--- src/rtl/mdu_sequencer.sv ---
// mdu_sequencer: multi-cycle multiply/divide sequencer.
// op: 00 MULTU, 01 MULT, 10 DIVU, 11 DIV. The sequencer does not contain an
// adder. Every add and subtract is issued to an external ALU through
// alu_a/alu_b/alu_control, and the sum comes back on alu_c/alu_carry.
// Multiply uses shift-add. Divide uses restoring division. Signed operations
// work on magnitudes and fix the signs in a final cycle.
// ALU encoding on alu_control: 0 NONE, 1 ADDU, 2 SUBU.

typedef enum logic [1:0] {
  ALU_NONE = 2'd0,
  ALU_ADDU = 2'd1,
  ALU_SUBU = 2'd2
} AluCodeEnum;

module mdu_sequencer #(
  parameter int BitWidth = 32
) (
  input  logic                clk,
  input  logic                reset,
  input  logic                start,
  input  logic [1:0]          op,
  input  logic [BitWidth-1:0] a,
  input  logic [BitWidth-1:0] b,
  output logic                busy,
  output logic                done,
  output logic [BitWidth-1:0] hi,
  output logic [BitWidth-1:0] lo,
  output logic                div_by_zero,
  output logic [BitWidth-1:0] alu_a,
  output logic [BitWidth-1:0] alu_b,
  output AluCodeEnum          alu_control,
  input  logic [BitWidth-1:0] alu_c,
  input  logic                alu_carry
);

  localparam int CntW = $clog2(BitWidth) + 1;
  localparam logic [CntW-1:0] LastIter = CntW'(BitWidth - 1);

  typedef enum logic [2:0] {IDLE, PREP, ITER, FIX, DONE} state_e;

  state_e                state_q, state_d;
  logic [CntW-1:0]       cnt_q, cnt_d;
  logic [BitWidth-1:0]   p_q, p_d;     // multiply accumulator / divide remainder
  logic [BitWidth-1:0]   q_q, q_d;     // multiplier / dividend, becomes low product / quotient
  logic [BitWidth-1:0]   md_q, md_d;   // multiplicand / divisor
  logic [BitWidth-1:0]   a_q, a_d;     // original a, kept for signs and divide-by-zero
  logic [1:0]            op_q, op_d;
  logic                  sb_q, sb_d;   // original sign of b
  logic [BitWidth-1:0]   hi_q, hi_d;
  logic [BitWidth-1:0]   lo_q, lo_d;
  logic                  dbz_q, dbz_d;

  logic                  is_div, signed_op, neg_a, neg_b, neg_res;
  logic [BitWidth-1:0]   rem_shift;
  logic [2*BitWidth-1:0] prod, prod_fix;

  assign is_div    = op_q[1];
  assign signed_op = op_q[0];
  assign neg_a     = signed_op & a_q[BitWidth-1];
  assign neg_b     = signed_op & sb_q;
  assign neg_res   = neg_a ^ neg_b;
  assign rem_shift = {p_q[BitWidth-2:0], q_q[BitWidth-1]};
  assign prod      = {p_q, q_q};
  assign prod_fix  = neg_res ? -prod : prod;

  assign busy        = (state_q != IDLE);
  assign done        = (state_q == DONE);
  assign hi          = hi_q;
  assign lo          = lo_q;
  assign div_by_zero = dbz_q;

  // Next-state, datapath and ALU request logic
  always_comb begin
    // NOTE: every signal written here gets a default first. Then no path
    // leaves a signal unassigned, and no latch is inferred.
    state_d     = state_q;
    cnt_d       = cnt_q;
    p_d         = p_q;
    q_d         = q_q;
    md_d        = md_q;
    a_d         = a_q;
    op_d        = op_q;
    sb_d        = sb_q;
    hi_d        = hi_q;
    lo_d        = lo_q;
    dbz_d       = dbz_q;
    alu_control = ALU_NONE;
    alu_a       = '0;
    alu_b       = '0;

    unique case (state_q)
      IDLE: begin
        if (start) begin
          a_d     = a;
          md_d    = b;
          op_d    = op;
          sb_d    = b[BitWidth-1];
          dbz_d   = 1'b0;
          state_d = PREP;
        end
      end
      PREP: begin
        p_d     = '0;
        q_d     = neg_a ? -a_q : a_q;
        md_d    = neg_b ? -md_q : md_q;
        cnt_d   = '0;
        state_d = ITER;
      end
      ITER: begin
        if (!is_div) begin
          alu_control = ALU_ADDU;
          alu_a       = p_q;
          alu_b       = q_q[0] ? md_q : '0;
          p_d         = {alu_carry, alu_c[BitWidth-1:1]};
          q_d         = {alu_c[0], q_q[BitWidth-1:1]};
        end else begin
          alu_control = ALU_SUBU;
          alu_a       = rem_shift;
          alu_b       = md_q;
          // A set R MSB means the shifted remainder overflowed the width,
          // so the divisor always fits, even if the ALU reports a borrow.
          if (p_q[BitWidth-1] || !alu_carry) begin
            p_d = alu_c;
            q_d = {q_q[BitWidth-2:0], 1'b1};
          end else begin
            p_d = rem_shift;
            q_d = {q_q[BitWidth-2:0], 1'b0};
          end
        end
        cnt_d = cnt_q + 1'b1;
        if (cnt_q == LastIter) state_d = FIX;
      end
      FIX: begin
        if (!is_div) begin
          hi_d = prod_fix[2*BitWidth-1:BitWidth];
          lo_d = prod_fix[BitWidth-1:0];
        end else if (md_q == '0) begin
          hi_d  = a_q;
          lo_d  = '1;
          dbz_d = 1'b1;
        end else begin
          // The quotient follows the product sign, and the remainder follows
          // the dividend. MIN / -1 wraps back to MIN, which is the intended result.
          hi_d = neg_a ? -p_q : p_q;
          lo_d = neg_res ? -q_q : q_q;
        end
        state_d = DONE;
      end
      DONE:    state_d = IDLE;
      default: state_d = IDLE;
    endcase
  end

  // State and datapath registers with synchronous reset
  always_ff @(posedge clk) begin
    // NOTE: non-blocking assignments only. Every register samples
    // pre-edge values, whatever order the statements are in.
    if (reset) begin
      // NOTE: the datapath registers are cleared as well as the FSM. This
      // way a reset leaves no trace of an aborted operation.
      state_q <= IDLE;
      cnt_q   <= '0;
      p_q     <= '0;
      q_q     <= '0;
      md_q    <= '0;
      a_q     <= '0;
      op_q    <= '0;
      sb_q    <= 1'b0;
      hi_q    <= '0;
      lo_q    <= '0;
      dbz_q   <= 1'b0;
    end else begin
      state_q <= state_d;
      cnt_q   <= cnt_d;
      p_q     <= p_d;
      q_q     <= q_d;
      md_q    <= md_d;
      a_q     <= a_d;
      op_q    <= op_d;
      sb_q    <= sb_d;
      hi_q    <= hi_d;
      lo_q    <= lo_d;
      dbz_q   <= dbz_d;
    end
  end

endmodule

--- config.mk ---
export PLATFORM = sky130hd
export DESIGN_NAME = mdu_sequencer
export DESIGN_NICKNAME = d
export VERILOG_FILES = /design/src/rtl/mdu_sequencer.sv
export SDC_FILE = /design/constraint.sdc
export NUM_CORES = 1
export LEC_CHECK = 0
export ABC_CLOCK_PERIOD_IN_PS = 5950
export CAP_MARGIN = 25
export CORE_MARGIN = 1.5
export CORE_UTILIZATION = 58
export CTS_CLUSTER_DIAMETER = 50
export DETAILED_ROUTE_END_ITERATION = 8
export PLACE_DENSITY = 0.87
export SETUP_SLACK_MARGIN = 0.2
export SYNTH_ARGS = -nofsm -noshare
export SYNTH_HDL_FRONTEND = slang
export SYNTH_SLANG_ARGS = --single-unit
--- constraint.sdc ---
create_clock -name clk -period 5.95 [get_ports clk]
set_input_delay 0.8925 -clock clk [delete_from_list [all_inputs] [get_ports clk]]
set_output_delay 0.8925 -clock clk [all_outputs]
set_load 0.03 [all_outputs]
# == After elaboration in Yosys (flattened, before gate mapping) ==
# Index checks and enable logic that the tools add are counted.
# Widths: inputs -> output; s select.
# word_totals
register_bits,205
latch_bits,0
ramBits,0
mem_bits_ro,0
output_inout_bits,133
n_memories,0
# classes
add_sub_neg,6
n_mul,0
n_div,0
magnitude_cmp,0
n_eq_ne,10
shift,0
mux,32
bitwise,3
n_reduce_logical,12
# op_table
op,count
$mux 32,17
$pmux 32 s2,3
$neg 32->32,4
$mux 64,1
$neg 64->64,1
$logic_not 32->1,1
$pmux 3 s4,1
$pmux 6 s2,1
$ne 2x2->1 const B,5
$add 6x1->6 const B,1
$eq 3x2->1 const B,2
$eq 6x5->1 const B,1
$mux 3,2
$reduce_bool 2->1,3
$mux 1,4
$mux 2,2
$reduce_and 2->1,2
$reduce_and 4->1,1
$eq 3x1->1 const B,1
$eq 3x3->1 const B,1
$logic_not 3->1,1
$reduce_and 3->1,1
$reduce_bool 3->1,1
$and 1x1->1,2
4 further kinds,4

# == Longest topological paths before layout ==
# Gate-level depths: netlist (run 1).
# logic_depth
depth_word,5
depth_mapped,11
ltp_nobuf,9

# == Least setup slack after synthesis (run 1) ==
# No wires, ideal clock.
# synth_timing
kind,reg2out
startpoint,reg op_q[1]
endpoint,out alu_a[10]
t_arrival_ns,2.188
required_ns,5.058
slack_ns,2.869
path_stages_with_launch,7
path_buffers,4
path_cell_list,dfxtp_1 clkbuf_1 clkbuf_1 clkbuf_1 buf_1 mux2i_1 nor2_1
# synth_via
elab_chain_len,2
# synth_rtl
element,line,text
from (decl),47,"logic [1:0] op_q, op_d;"
from (signal assigned),179,op_q <= op_d;
$mux 32,110,if (!is_div) begin
$mux 32,91,unique case (state_q)
to (decl),29,"output logic [BitWidth-1:0] alu_a,"
# Every way passes these cells.

# == Final worst setup path (run 1) ==
# layout_timing
startpoint,reg md_q[0]
endpoint,reg lo_q[31] (netlist: lo[31])
# layout_via
elab_chain_len,3
# layout_rtl
element,line,text
from (decl),45,"logic [BitWidth-1:0] md_q, md_d;"
from (signal assigned),177,md_q <= md_d;
$logic_not 32->1,137,end else if (md_q == '0) begin
$mux 32,137,
$mux 32,134,if (!is_div) begin
to (signal assigned),182,lo_q <= lo_d;
to (decl),50,"logic [BitWidth-1:0] lo_q, lo_d;"
# Every way passes these cells.
# A chain may end at the register's enable or synchronous reset.

==> impl_metrics.ini, run 1 <==
[power]
power_frac_comb = 0.234
switchingPower_uw = 1400
p_clk_frac = 0.370
p_int_uw = 2670
cellPowerDensity_nw_per_um2 = 250
p_leak_uw = 0.00584
p_seq_frac = 0.396
switching_share = 0.343
peakVddDrop_v = 0.000161

[drt]
first_iter_violations = 1641
route.detailed.drc = 0
drtAntennaViolNets = 0
dr.pass1.iters = 6
avgViaCountPerCell = 6.54
num_vias = 14161
wl_per_cell_um = 20.7
routed_wl_um = 44800

[floorplan]
row_count = 55
die_h_um = 154
start_util = 0.589
die_w_um = 154
die_area_sq_um = 23800
core-area_sq_um = 22600
io-pin-count = 235

[cells_and_area]
fin_cells = 2164
n_fill_cell = 1754
layout.nets = 1968
area_growth_syn_to_layout_pct = 22.6
drive_gt1_frac = 0.0500
mostFrequentLayoutCell = nor2_1
diodes = 0
final_cell_mix = 259 x nor2_1, 233 x clkdlybuf4s50_1, 204 x dfxtp_1
post-route-cell-area_sq_um = 16300

[worst_setup_path]
arrival_ns = 4.82
r2r_cells = 9
start_kind = flop
r2r_setup_slack_ns = 1.60
cp_data_required_time_ns = 6.42
path_max_fanout = 20
reg2reg_to = lo[31]
end_kind = flop
worstReg2RegStart = md_q[0]
worstSetupPathType = flop to flop

[synth]
avgSynthCellArea_sq_um = 7.50
ys_seq_area_frac = 0.309
synth-edff-count = 0
syn_nets = 1878
syn_inst = 1771
synth_cell_types = 72
synth_area_sq_um = 13300
yosys_register_bits = 205
synthFlopType = dfxtp_1
async_flop_share = 0
ys.warnings.count = 0

[sta]
worstMarginPinSlew_ns = 1.02
clock_skew_ns = 0.0273
slew_violations = 0
rsz0062_at_grt = false
fmax_ghz = 0.230
relSlewSlack = 0.315
setup_violations = 0
hold_viol = 0
finalCritPeriodShare = 0.731
setup_tns_ns = 0
fin_crit_ns = 4.35

[global_route]
grt_pass1_wl_um = 70500
grt_start_max_net_pins = 107
overflow = 0
antenna_found_initial = 0
grtUsageTotal = 0.366
grt_pass1_vias = 13146

[placement]
routabilityCongestion = 0.988
dp.cells = 2116
place_area_sq_um = 15400
dp_hpwl_um = 30700
io_buffers = 234

[clock_tree]
clock_sinks = 205
cts_max_level = 1
clock_path_buffers = 3
cts-buffers-inserted = 25
clock-root-buffer = clkbuf_16
hold_buffers = 0
path_clk_slew_ns = 0.06
cts_setup_buffers = 0
cts_tree = built
cts_resized = 0
clk_latency_ns = 0.56

[run_status]
status = completed

[hold_path]
hp-class = flop to flop
holdPathEnd = hi[0]
whs_path_depth = 2
worstHoldStart = hi[0]

[flow_run]
maxCapViolations = 0
[registers in the layout, indices dropped and copies added (netlist names)]
signal,flops
a_q,32
div_by_zero,1
op_q,2
state_q,3
lo,32
md_q,32
sb_q,1
hi,32
p_q,32
q_q,32
cnt_q,6
[cell type report]
type / instances / area (sq um) / share of cell area
inverters: 12 / 45.0 / 0.00276
well taps: 285 / 357 / 0.0219
multi-input cells: 1363 / 8430 / 0.517
repair buffers: 254 / 2550 / 0.156
clock inverters: 16 / 146 / 0.00899
clock buffers: 29 / 661 / 0.0406
flip-flops and latches: 205 / 4110 / 0.252
[power by group through the flow]
| stage | logic [uW] | registers [uW] | clock network [uW] |
|---|---|---|---|
| after global placement | 895 | 1630 | 0 |
| after detailed placement | 913 | 1630 | 0 |
| final | 952 | 1610 | 1510 |
| after floorplan | 697 | 1550 | 0 |
| after global routing | 1040 | 1620 | 1570 |
| after CTS | 924 | 1600 | 1500 |
[synthesized netlist by cell type, types with 21 or more instances]
cell,n,area share
nand2_1,167,0.047
nor4_1,22,0.010
a211oi_1,66,0.037
dfxtp_1,205,0.31
o21ai_0,69,0.026
xnor2_1,57,0.038
mux2i_1,109,0.082
nor3_1,30,0.011
xor2_1,60,0.040
a21oi_1,164,0.062
and2_1,34,0.016
nor2_1,260,0.073
o31ai_1,21,0.012
buf_1,24,0.0068
o22ai_1,26,0.012
clkbuf_1,160,0.045
a221oi_1,21,0.014
a311oi_1,21,0.014
or4_1,23,0.013
[worst max-delay path, stage by stage, from the launching register on]
cell	delay, ns
dfxtp_1	0.32
inv_1	0.08
ha_1	0.19
or3b_2	0.52
nor4_2	0.45
and4_1	0.91
nand2_1	0.75
nand2_1	0.69
o22ai_1	0.22
nor2_1	0.13
[layer usage]
metal  track usage  routed length, um  vias up
met5             0                  0        -
met4         0.184               2520        0
met3        0.0605               4370      180
met2         0.601              20500      845
met1         0.467              17500     6592
li1              -                  -     6544
[worst max-delay path by stage]
| stage | start | end |
|---|---|---|
| 6_report | md_q[0] | lo[31] |
| 5_1_grt | md_q[0] | lo[31] |
| 4_1_cts | md_q[0] | lo[31] |
| 3_5_place_dp | md_q[0] | lo[18] |
| 3_3_place_gp | md_q[0] | lo[27] |
| 2_1_floorplan | op_q[1] | alu_a[10] |
[through the flow]
step | utilization | worst slack (ns) | hold WS [ns] | power, uW
3_5_place_dp | 0.683 | 1.82 | 0.453 | 2540
5_1_grt | 0.722 | 1.31 | 0.486 | 4230
4_1_cts | 0.719 | 1.73 | 0.461 | 4030
2_1_floorplan | - | 2.87 | 0.449 | 2250
3_3_place_gp | 0.683 | 2.02 | 0.448 | 2520
6_report | 0.722 | 1.60 | 0.455 | 4070
[logic make-up (layout without fill, tap and decap cells)]
family / count (synthesis) / after routing / synth area share
DFF: 205 / 205 / 0.309
AOI/OAI and AO/OA: 491 / 491 / 0.241
adders and majority gates: 5 / 5 / 0.00471
muxes: 111 / 111 / 0.0838
and+or+nand+nor: 639 / 639 / 0.226
xor gates and xnor gates: 117 / 117 / 0.0771
buffers and inverters: 203 / 311 / 0.0585
No activity file was read; power rests on OpenSTA's default activity.
==> run 2: changes to the inputs <==
ABC_CLOCK_PERIOD_IN_PS = 3900   (was 5950)
CORE_UTILIZATION = 49   (was 58)
PLACE_DENSITY = 0.78   (was 0.87)
clock period = 3.9 ns   (was 5.95 ns; I/O delays follow)
==> impl_metrics.ini, run 2 (same netlist as run 1, synthesis figures left out) <==
[drt]
wl_per_cell_um = 20.3
drtAntennaViolNets = 0
num_vias = 14063
avgViaCountPerCell = 6.29
first_iter_violations = 1313
routed_wl_um = 45300
route.detailed.drc = 0
dr.pass1.iters = 5

[worst_setup_path]
worstSetupPathType = flop to primary output
path_delay_family = buffers and inverters
end_kind = primary output
cp_common_cell = nor2_1
path_max_fanout = 50
slowest_stage = dfxtp_4
slowest_delay_ns = 0.74
cp_data_required_time_ns = 3.31
crit_path_cell_trace = nor2_1, nor2_1, buf_4, and2_1, clkdlybuf4s50_1
r2r_setup_slack_ns = 0.77
critPathBufInv = 2
start_kind = flop
r2r_cells = 9
reg2reg_to = lo[15]
worstReg2RegStart = md_q[0]
arrival_ns = 2.80

[placement]
dp_hpwl_um = 32300
dpl_worst_slack_ns = 0.881
io_buffers = 234
routabilityCongestion = 0.990

[sta]
clock_skew_ns = 0.0179
setup_violations = 0
worst_slack_ns = 0.518
fin_crit_ns = 3.38
setup_tns_ns = 0
relSlewSlack = 0.395
hold_viol = 0
slew_violations = 0
rsz0062_at_grt = false
fmax_ghz = 0.296
finalCritPeriodShare = 0.867
worstMarginPinSlew_ns = 0.908
fin_hold_ws_ns = 0.469

[clock_tree]
hold_buffers = 0
path_clk_slew_ns = 0.06
clock_sinks = 205
cts-buffers-inserted = 26
cts_max_level = 1
clk_latency_ns = 0.55
cts_tree = built
clock-root-buffer = clkbuf_16
cts_setup_buffers = 0
clock_path_buffers = 3
cts_resized = 0

[power]
power_uw = 6450
cellPowerDensity_nw_per_um2 = 389
peakVddDrop_v = 0.000301
p_leak_uw = 0.00594

[cells_and_area]
layout.nets = 1982
drive_gt1_frac = 0.0549
mostFrequentLayoutCell = nor2_1
final_cell_mix = 259 x nor2_1, 233 x clkdlybuf4s50_1, 204 x dfxtp_1
fin_util = 0.618
diodes = 0
area_growth_syn_to_layout_pct = 24.7

[floorplan]
start_util = 0.496
io-pin-count = 235
die_area_sq_um = 28100
core-area_sq_um = 26800
die_h_um = 168
die_w_um = 168
row_count = 60

[global_route]
antenna_found_initial = 0
grt_pass1_vias = 12907
grt_pass1_wl_um = 70900
grtUsageTotal = 0.312
gr-usage-met1 = 0.408
overflow = 0
met2_usage = 0.510
grt-busiest-layer = met2
grt_use_met3 = 0.0404
grt_start_max_net_pins = 99

[hold_path]
whs_path_depth = 2
worstHoldStart = hi[6]
holdPathEnd = hi[6]
hp-class = flop to flop

[flow_run]
maxCapViolations = 0

[run_status]
status = completed
-- run 2: how the worst max path moves through the flow --
stage / from / to / slack, ns / cells past startpoint
final: op_q[1] / alu_b[3] / 0.52 / 5
after global routing: op_q[1] / alu_b[3] / 0.41 / 5
after CTS: op_q[1] / alu_b[3] / 0.49 / 5
after detailed placement: md_q[0] / lo[15] / 0.88 / 9
after global placement: md_q[0] / lo[16] / 1.02 / 9
after floorplan: op_q[1] / alu_a[10] / 1.13 / 6
-- run 2: stage by stage --
step,cells,cell area [sq um]
after floorplan,1771,13300
after global placement,2187,15700
after detailed placement,2187,15700
after CTS,2234,16500
after global routing,2235,16600
final,2235,16600
-- run 2: report_power, final --
part	leakage, uW	switching [uW]	internal [uW]
Sequential	0.00167	249	2210
Combinational	0.00384	898	580
Clock	0.000431	972	1540
Total	0.00594	2120	4330
-- run 2: area by class of cell --
cell class,count,area [sq um]
Fill cell,2374,10200
Inverter,12,45.0
Clock buffer,34,701
Sequential cell,205,4110
Timing Repair Buffer,267,2670
Multi-Input combinational cell,1363,8430
Tap cell,341,427
Clock inverter,13,196
-- run 2: worst reg2reg max path, delay by kind of cell, from the launching register on --
kind	cells	cell delay [ns]
compound gates	1	0.19
flops	1	0.32
fa+ha+maj	1	0.19
simple gates	6	2.30
buf+inv	1	0.08
-- run 2: per-layer routing --
metal  share of wire  up-vias
li1                -     6589
met1            0.42     6608
met2            0.46      713
met3           0.078      153
met4           0.049        0
met5               0        -
